$ cat src/rtl/ariane_emc_flash_rd.sv
// rtl/ariane_emc_flash_rd.sv - asynchronous-mode half-word read engine for parallel NOR flash
module ariane_emc_flash_rd #(
   parameter int unsigned SETUP_CYC   = 2,
   parameter int unsigned ACCESS_CYC  = 8,
   parameter int unsigned RECOVER_CYC = 2
) (
   input  logic        clk,
   input  logic        rstn,
   input  logic        read_req,
   input  logic [26:0] read_addr,
   output logic        read_ready,
   output logic [15:0] read_data,
   output logic        read_valid,
   input  logic [15:0] flash_dq_i,
   output logic [15:0] flash_dq_o,
   output logic [15:0] flash_dq_t,
   output logic [26:0] flash_a,
   output logic        flash_we_b,
   output logic        flash_oe_b,
   output logic        flash_ce_b,
   output logic        flash_adv_b,
   input  logic        flash_wait
);

   typedef enum logic [1:0] {
      IDLE    = 2'd0,
      SETUP   = 2'd1,
      ACCESS  = 2'd2,
      RECOVER = 2'd3
   } state_t;

   // The idle cycle in which the next request is accepted counts as the last
   // recovery cycle, so RECOVER itself lasts RECOVER_CYC-1 cycles and is
   // skipped entirely when RECOVER_CYC is 1.
   localparam logic [7:0] SETUP_LOAD   = 8'(SETUP_CYC - 1);
   localparam logic [7:0] ACCESS_LOAD  = 8'(ACCESS_CYC - 1);
   localparam logic [7:0] RECOVER_LOAD = (RECOVER_CYC > 1) ? 8'(RECOVER_CYC - 2) : 8'd0;
   localparam logic       HAS_RECOVER  = (RECOVER_CYC > 1);

   state_t      state_q, state_d;
   logic [7:0]  cnt_q, cnt_d;
   logic [26:0] addr_q, addr_d;
   logic [15:0] data_q, data_d;
   logic        valid_q, valid_d;
   logic        ce_b_q, ce_b_d;
   logic        oe_b_q, oe_b_d;
   logic        adv_b_q, adv_b_d;

   // Asynchronous mode never looks at WAIT, and the half-word address drops bit 0.
   logic unused_inputs;
   assign unused_inputs = ^{flash_wait, read_addr[0]};

   // State, phase counter and every pin-facing register; pins reset to idle at once.
   always_ff @(posedge clk or negedge rstn) begin
      if (!rstn) begin
         state_q <= IDLE;
         cnt_q   <= 8'd0;
         addr_q  <= 27'd0;
         data_q  <= 16'd0;
         valid_q <= 1'b0;
         ce_b_q  <= 1'b1;
         oe_b_q  <= 1'b1;
         adv_b_q <= 1'b1;
      end else begin
         state_q <= state_d;
         cnt_q   <= cnt_d;
         addr_q  <= addr_d;
         data_q  <= data_d;
         valid_q <= valid_d;
         ce_b_q  <= ce_b_d;
         oe_b_q  <= oe_b_d;
         adv_b_q <= adv_b_d;
      end
   end

   // Next-state and next pin values; read_valid defaults low so it pulses for one cycle.
   always_comb begin
      state_d = state_q;
      cnt_d   = cnt_q;
      addr_d  = addr_q;
      data_d  = data_q;
      valid_d = 1'b0;
      ce_b_d  = ce_b_q;
      oe_b_d  = oe_b_q;
      adv_b_d = adv_b_q;
      case (state_q)
         IDLE: begin
            if (read_req) begin
               addr_d  = {read_addr[26:1], 1'b0};
               ce_b_d  = 1'b0;
               adv_b_d = 1'b0;
               oe_b_d  = 1'b1;
               cnt_d   = SETUP_LOAD;
               state_d = SETUP;
            end
         end
         SETUP: begin
            if (cnt_q == 8'd0) begin
               adv_b_d = 1'b1;
               oe_b_d  = 1'b0;
               cnt_d   = ACCESS_LOAD;
               state_d = ACCESS;
            end else begin
               cnt_d = cnt_q - 8'd1;
            end
         end
         ACCESS: begin
            if (cnt_q == 8'd0) begin
               data_d  = flash_dq_i;
               valid_d = 1'b1;
               oe_b_d  = 1'b1;
               ce_b_d  = 1'b1;
               adv_b_d = 1'b1;
               cnt_d   = RECOVER_LOAD;
               state_d = HAS_RECOVER ? RECOVER : IDLE;
            end else begin
               cnt_d = cnt_q - 8'd1;
            end
         end
         RECOVER: begin
            if (cnt_q == 8'd0) begin
               state_d = IDLE;
            end else begin
               cnt_d = cnt_q - 8'd1;
            end
         end
         default: begin
            state_d = IDLE;
         end
      endcase
   end

   assign read_ready  = (state_q == IDLE);
   assign read_data   = data_q;
   assign read_valid  = valid_q;
   assign flash_a     = addr_q;
   assign flash_ce_b  = ce_b_q;
   assign flash_oe_b  = oe_b_q;
   assign flash_adv_b = adv_b_q;
   assign flash_we_b  = 1'b1;
   assign flash_dq_o  = 16'h0000;
   assign flash_dq_t  = 16'hFFFF;

endmodule

$ cat config.mk
export PLATFORM = sky130hd
export DESIGN_NAME = ariane_emc_flash_rd
export DESIGN_NICKNAME = d
export VERILOG_FILES = /design/src/rtl/ariane_emc_flash_rd.sv
export SDC_FILE = /design/constraint.sdc
export NUM_CORES = 1
export LEC_CHECK = 0
export CAP_MARGIN = 20
export CORE_MARGIN = 1
export CORE_UTILIZATION = 41
export CTS_CLUSTER_DIAMETER = 100
export DETAILED_ROUTE_END_ITERATION = 8
export GPL_ROUTABILITY_DRIVEN = 0
export PLACE_DENSITY_LB_ADDON = 0.05
export SLEW_MARGIN = 20
export SYNTH_ARGS = -nofsm -noshare
export SYNTH_HDL_FRONTEND = slang
export SYNTH_SLANG_ARGS = --single-unit
export TNS_END_PERCENT = 20
$ cat constraint.sdc
create_clock -name clk -period 2.2 [get_ports clk]
set_clock_uncertainty 0.15 [all_clocks]
set_input_delay 0.22 -clock clk [delete_from_list [all_inputs] [get_ports clk]]
set_output_delay 0.22 -clock clk [all_outputs]
set_load 0.03 [all_outputs]
# After elaboration in Yosys (flattened, before gate mapping)
# Cells that the tools add are included.
# word_totals
ff_bits,56
in_bits,47
output_inout_bits,81
wordCells,50
# classes
add_sub_neg,1
eq_ne,9
n_mux,19
reduce_logical,13
# op_table
op,count
8-bit 2-to-1 mux,4
8-bit case mux with 4 select lines,1
2-bit != test (second input constant),5
8-bit zero test,1
2-bit 2-to-1 mux,4
2-bit case mux with 4 select lines,1
4-bit AND reduction,2
8-bit by 1-bit subtractor with 8-bit output (second input constant),1
1-bit 2-to-1 mux,6
2-bit AND reduction,3
3-bit AND reduction,2
2-bit == test (second input constant),2
1-bit case mux with 2 select lines,2
2-bit nonzero test,2
1-bit case mux with 3 select lines,1
3-bit nonzero test,1
2-bit by 1-bit == test with 1-bit output (second input constant),1
2-bit zero test,1
2-bit by 1-bit != test with 1-bit output (second input constant),1
2-bit OR reduction,1

# Depth between registers and ports, before layout
# Gate-level depths: netlist of the first run.
# logic_depth
depth_word,4
mapped_depth,7
mapped_depth_nobuf,6

# Least setup slack after synthesis of the first run
# No wires, ideal clock.
# synth_timing
kind,reg2reg
startpoint,register state_q[0]
endpoint,"register addr_q[1], in the netlist flash_a[1]"
setup_ps,125
t_arrival_ps,1799
required_time_ps,1925
setup_slack_ps,126
stages_incl_launch_ff,7
path_buffers,2
synth_period_minus_slack_ps,2074
path_cell_list,dfrtp_1 inv_1 ha_1 buf_2 nand2_1 buf_2 mux2_2
# synth_via
elab_chain_len,2
# synth_rtl
item,line,text
from (decl),40,"state_t state_q, state_d;"
from (signal assigned),65,state_q <= state_d;
2-bit zero test,--,
named net read_ready,11,"output logic read_ready,"
2-bit AND reduction (no source line),--,
to (signal assigned),67,addr_q <= addr_d;
to (decl),42,"logic [26:0] addr_q, addr_d;"
# The timed path passes the listed nets, and every way through them passes these cells.
# A chain may end at the register's enable or synchronous reset.

# Final worst setup path of the first run
# layout_timing
startpoint,register state_q[0]
endpoint,register cnt_q[7]
# layout_via
elab_chain_len,3
word_cells_on_any_way,8
classes_between,eq/ne (5); mux (1); reduce/logical (2)
# layout_rtl
item,line,text
2-bit == test / 2-bit zero test (equally long branches),86,case (state_q)
2-bit != test (no source line),--,
2-bit AND reduction (no source line),--,
to (signal assigned),66,cnt_q <= cnt_d;
to (decl),41,"logic [7:0] cnt_q, cnt_d;"
# Several ways; a longest one is shown, not always the timed one.

==> results of run 1 <==
[path summary, 6_finish.rpt]
check	start	endpoint	slack [ns]	cells after the start
max in group asynchronous	rstn	flash_ce_b	1.00	3
hold reg to reg	flash_oe_b	flash_oe_b	0.33	2
setup reg to reg	state_q[0]	cnt_q[7]	0.14	6
hold / removal	rstn	flash_a[1]	0.26	2
setup / recovery	state_q[0]	cnt_q[7]	0.14	6
min in group clk	flash_oe_b	flash_oe_b	0.33	2
[registers in the layout, summed over array words and instances, names as in the netlist]
signal	count
cnt_q	8
flash_a	26
flash_adv_b	1
flash_ce_b	1
flash_oe_b	1
read_data	16
read_valid	1
state_q	2
[power breakdown]
part,internal (W),leakage [nW],switching [W]
sequential,0.00154,0.668,0.000257
combinational,0.00165,0.936,0.00189
clock,0.000259,0.0516,0.000343
[layout make-up]
type                       count  area [sq um]  share of cell area
clock buffer                   6         82.58             0.02222
inverter                       6         22.52            0.006061
clock inverter                 2         13.76            0.003704
sequential                    56          1405              0.3781
tap                           77         96.34             0.02593
timing repair buffer          99         992.2              0.2670
multi-input combinational    143          1104              0.2970
[worst register-to-register path: cells and delay by family (launching register included)]
kind	cells	cell delay [ns]
flip-flops	1	0.41
buffers and inverters	1	0.08
AND/OR/NAND/NOR	2	0.68
AO/OA/AOI/OAI	2	0.48
adder cells (fa/ha/maj)	1	0.20
[Yosys cell counts, types with 2 or more instances]
library cell and number:
dfrtp_1 53, buf_4 34, mux2_2 34, a21oi_1 11, mux2_4 9, nor2_1 9
ha_1 6, inv_1 6, nand2_1 5, buf_2 4, o21ai_0 4, dfstp_2 3
nor3_1 3, o31ai_1 3, or3_1 3, conb_1 2, nand2b_1 2, nand3_1 2
o21a_1 2
[placed cells by master, fill, tap and decap left out, drive strengths merged, types with 2 or more instances in the layout]
cell           instances
inv                    7
ha                     6
dfstp                  3
buf                    8
nor2                   9
nor3                   3
a21oi                 11
clkbuf                 6
nand2                  6
mux2                  43
clkdlybuf4s50         89
dfrtp                 53
or3                    4
nand3                  2
conb                  34
o31ai                  3
o21ai                  4
nand2b                 2
o21a                   2
[metrics by stage]
step | cells | utilization
floorplan | 247 | -
global placement | 380 | 0.5654
detailed placement | 380 | 0.5654
CTS | 389 | 0.5819
global route | 389 | 0.5819
finish | 389 | 0.5819
[per-layer routing]
metal	vias to the layer above	track usage	part of all wire
met3	4	0.06924	0.11
li1	868	-	-
met1	863	0.1946	0.43
met4	0	0.04160	0.0056
met5	-	0	0
met2	79	0.2377	0.46
[cells by family (layout without fill, tap and decap cells)]
kind of cell	Yosys count	in the layout
and+or+nand+nor	31	31
AOI/OAI and AO/OA	29	29
adders and majority gates	6	6
other	2	34
DFF	56	56
muxes	43	43
buffers and inverters	48	113
[repair_timing]
item / 4_1_cts / 5_1_grt
endpoints found under the setup margin: 1 / 0
hold buffers: 1 / 0
gates resized for setup: 1 / 0
hold endpoints to repair: 21 / 0
==> results.txt, run 1 <==
status: finished clean
worst-path cell with the longest stage delay: or4b_1
period utilization: 0.9378
post-CTS setup buffer count: 0
starting DRC count in detailed routing: 29
Die W: 83.55 um
Yosys top cell area share: 0.4865
Clk pin slew, worst setup/hold paths: 0.10 ns
WL/cell: 13.33 um
Synth Area in Compound Gates: 0.07113
Slew HR: 0.6482
CTS H-tree lvls: 2
die height: 83.55 um
number of synthesized flops with an enable pin: 0
Post-Synthesis Cells: 215
Final Setup Violations: 0
Worst Path Max Fanout: 13
Post-DP HPWL: 3747 um
CP Cell Sequence: inv_1 > ha_1 > nor2b_1 > a41o_2 > or4b_1 > a21oi_1
CP Class: flip-flop to flip-flop
vias in the first global route: 1835
Clock Path Buffers: 2
CP Capture Type: flip-flop
Worst Path Required: 2.28 ns
Post-Synth Simple-Gate Area: 0.06930
drt total wl: 5187 um
Top delay family on crit path: simple AND/OR/NAND/NOR gates
max-cap viol count: 0
LEAKAGE: 1.656 nW
nets: 364
finished layout cell area: 3716 sq um
FF+latch count, synth: 56
total iterations of the first detailed-routing run: 4
CP Buf/Inv Count: 1
Ys Warns: 0
area delta synth->final: 36.30%
number of diodes: 0
Worst Tran Pin Value: 0.5277 ns
first-pass GRT wire length: 8638 um
Final Hold Fails: 0
Tmin final: 2.063 ns
Die ar.: 6980 sq um
total CTS buffers: 5
PD cells: 1597 nW/um^2
Slowest Stage Delay on Critical Path: 0.52 ns
via count: 1814
Synth Area in Adders: 0.02754
most area-hungry cell type in the Yosys netlist: dfrtp_1
ranking of synthesized cells by area: dfrtp_1, mux2_2, buf_4
Max VDD drop: 0.6732 mV
Achievable Freq: 484.7 MHz
Fin Setup TNS: 0 ns
post-synth cell types: 39
Worst Hold Class: input pin to async pin
routed vias/inst: 4.663
total gr overflow: 0
Hold WS: 0.2618 ns
initial antenna violation count: 0
CTS tree: yes
Mapped Avg Cell Area: 12.68 sq um
Routed Antenna Nets: 0
Synth Flop Type: dfrtp_1
largest net degree at the start of global routing: 35
GRT Util Overall: 0.1532
ys async rst share: 1.000
Placement Cell Area: 3611 sq um
FILL cells: 557
row count: 29
XOR/XNOR share of the synthesized area: 0
Core Area: 6386 sq um
clk_lat worst skew: 0.30 ns
Critical Path Start Type: flip-flop
largest family of logic cells by synthesized area: multiplexers
CTS sink count: 56
Starting Density: 0.4269
RSZ-0062 raised after global routing: false
PnR worst setup slack: 0.1369 ns
Root Buffer: clkbuf_8
Pins Over Slew Limit: 0
mux share of post-synthesis cell area: 0.1900
ratio of cells with drive above 1 in the final layout: 0.2115
Pwr Total: 0.005933 W
Port Buf Inserts: 91
Setup Slack @ Placement: 0.1635 ns
WP data arrival: 2.15 ns
Seq/Total Area, Yosys: 0.5154
DRC Markers: 0
Synth Cell Area: 2726 sq um
Ports: 128
Note: power is estimated with default switching activity, not from simulation.
==> run 2: changes to the inputs <==
- CORE_MARGIN: 1 -> default
==> results of run 2 <==
Same layout as run 1: the final DEF is identical, and so are final timing and power.
==> run 3: changes to the inputs <==
- CORE_UTILIZATION: 41 -> 44
- SETUP_SLACK_MARGIN: default -> 0.3
- clock period: 2.2 -> 2.6 ns (I/O delays scaled with it)
==> run 3 against run 2 <==
Compared with the run above: worst hold slack improved by 0.057 ns; critical path depth decreased by 2; power fell by 17%; via count grew 0.39%.
==> results.txt, run 3 (synthesis gave the netlist of run 1 again) <==
CP Buf/Inv Count: 0
Pint: 0.002840 W
worst-path cell with the longest stage delay: and3_1
R2R depth: 4
Tmin final: 2.136 ns
nets: 361
Flop pwr share: 0.309
PD cells: 1344 nW/um^2
Die ar.: 6515 sq um
Worst path depth: 4
CP Class: flip-flop to flip-flop
Worst Path Required: 2.65 ns
finished layout cell area: 3660 sq um
total CTS buffers: 5
Max VDD drop: 0.7595 mV
Port Buf Inserts: 91
DRC Markers: 0
hold path depth: 2
max-cap viol count: 0
post-CTS setup buffer count: 0
Starting Density: 0.4578
Pins Over Slew Limit: 0
ratio of cells with drive above 1 in the final layout: 0.2006
Worst Path Max Fanout: 9
CTS H-tree lvls: 2
Core Area: 5956 sq um
Finished Core Util: 0.6145
PnR worst setup slack: 0.4639 ns
routed vias/inst: 4.742
GRT Util Overall: 0.1671
total gr overflow: 0
largest net degree at the start of global routing: 40
most frequent cells in the layout: clkdlybuf4s50_1, dfrtp_1, mux2_2, conb_1, a21oi_1
CP Capture Type: flip-flop
Worst Hold Class: flip-flop to flip-flop
Clk pwr share: 0.096
vias in the first global route: 1782
Routed Antenna Nets: 0
LEAKAGE: 1.634 nW
CP Cell Sequence: nor4_4 > and3_1 > o21a_1 > mux2_2
Fin Setup TNS: 0 ns
CTS sink count: 56
clk_lat worst skew: 0.30 ns
area delta synth->final: 34.24%
Achievable Freq: 468.1 MHz
combinational share of power: 0.594
Hold WS: 0.3191 ns
die height: 80.72 um
RSZ-0062 raised after global routing: false
Placement Cell Area: 3561 sq um
Net Sw Frac: 0.4226
Die W: 80.72 um
Root Buffer: clkbuf_8
Clock Path Buffers: 2
max reg flops: 26
P_sw: 0.002078 W
via count: 1821
CTS tree: yes
starting DRC count in detailed routing: 54
Final Setup Violations: 0
row count: 28
WL/cell: 13.07 um
Final Hold Fails: 0
Clk pin slew, worst setup/hold paths: 0.10 ns
Worst Tran Pin Value: 0.8472 ns
Post-DP HPWL: 3655 um
WP data arrival: 2.18 ns
Slew HR: 0.4352
Setup Slack @ Placement: 0.4530 ns
Critical Path Start Type: flip-flop
drt total wl: 5018 um
Ports: 128
commonest non-fill, non-tap cell in the layout: clkdlybuf4s50_1
Top delay family on crit path: simple AND/OR/NAND/NOR gates
total iterations of the first detailed-routing run: 2
first-pass GRT wire length: 8217 um
number of diodes: 0
period utilization: 0.8216
initial antenna violation count: 0
Slowest Stage Delay on Critical Path: 0.51 ns
status: finished clean
run 3: cell count changes in the layout (fill, tap and decap cells not counted):
cell            previous run  this run
clkbuf_8                   6         5
buf_12                     2         0
dlygate4sd2_1              1         0
buf_4                      5         4
dlymetal6s2s_1             0         1
clkbuf_1                   0         1
run 3: metrics by stage:
| stage | std cells | power, W |
|---|---|---|
| global placement | 375 | 0.004446 |
| CTS | 384 | 0.004984 |
| floorplan | 247 | 0.003514 |
| detailed placement | 375 | 0.004482 |
| global route | 384 | 0.005266 |
| finish | 384 | 0.004918 |
run 3: path summary, 6_finish.rpt:
check / end / slack (ns) / startpoint
max: state_q[1] / 0.46 / cnt_q[3]
min in group asynchronous: flash_a[9] / 0.44 / rstn
min: flash_oe_b / 0.32 / flash_oe_b
min reg2reg: flash_oe_b / 0.32 / flash_oe_b
max in group asynchronous: flash_a[15] / 1.18 / rstn
max reg2reg: state_q[1] / 0.46 / cnt_q[3]
run 3: cell type report:
cell class / count / area, sq um
well taps: 75 / 93.84
fillers: 510 / 2296
clock inverters: 2 / 13.76
flip-flops and latches: 56 / 1405
multi-input cells: 143 / 1104
inverters: 6 / 22.52
clock buffers: 6 / 72.57
repair buffers: 96 / 948.4
run 3: worst min-delay path, stage by stage, from the launching register on:
cell and delay [ns]:
dfstp_2 0.38, o31ai_1 0.05, nand2_1 0.05
run 3: per-layer routing:
layer  track usage  wire (um)  vias to the layer above
li1              -          -                      860
met1        0.1974       2097                      880
met2        0.2686       2354                       75
met3       0.07841        518                        6
met4       0.05357         48                        0
met5             0          0                        -
run 3: what timing repair did:
| action | CTS | global route |
|---|---|---|
| endpoints found under the setup margin | 0 | 1 |
| gates resized for setup | 0 | 1 |
| hold buffers | 1 | 0 |
| endpoints found under the hold margin | 34 | 0 |
run 3: power groups by stage:
stage	Sequential, W	Clock (W)	Combinational, W
6_report	0.00152	0.000474	0.00292
4_1_cts	0.00153	0.000500	0.00296
2_1_floorplan	0.00224	0	0.00127
3_5_place_dp	0.00154	0	0.00295
5_1_grt	0.00158	0.000528	0.00315
3_3_place_gp	0.00152	0	0.00292
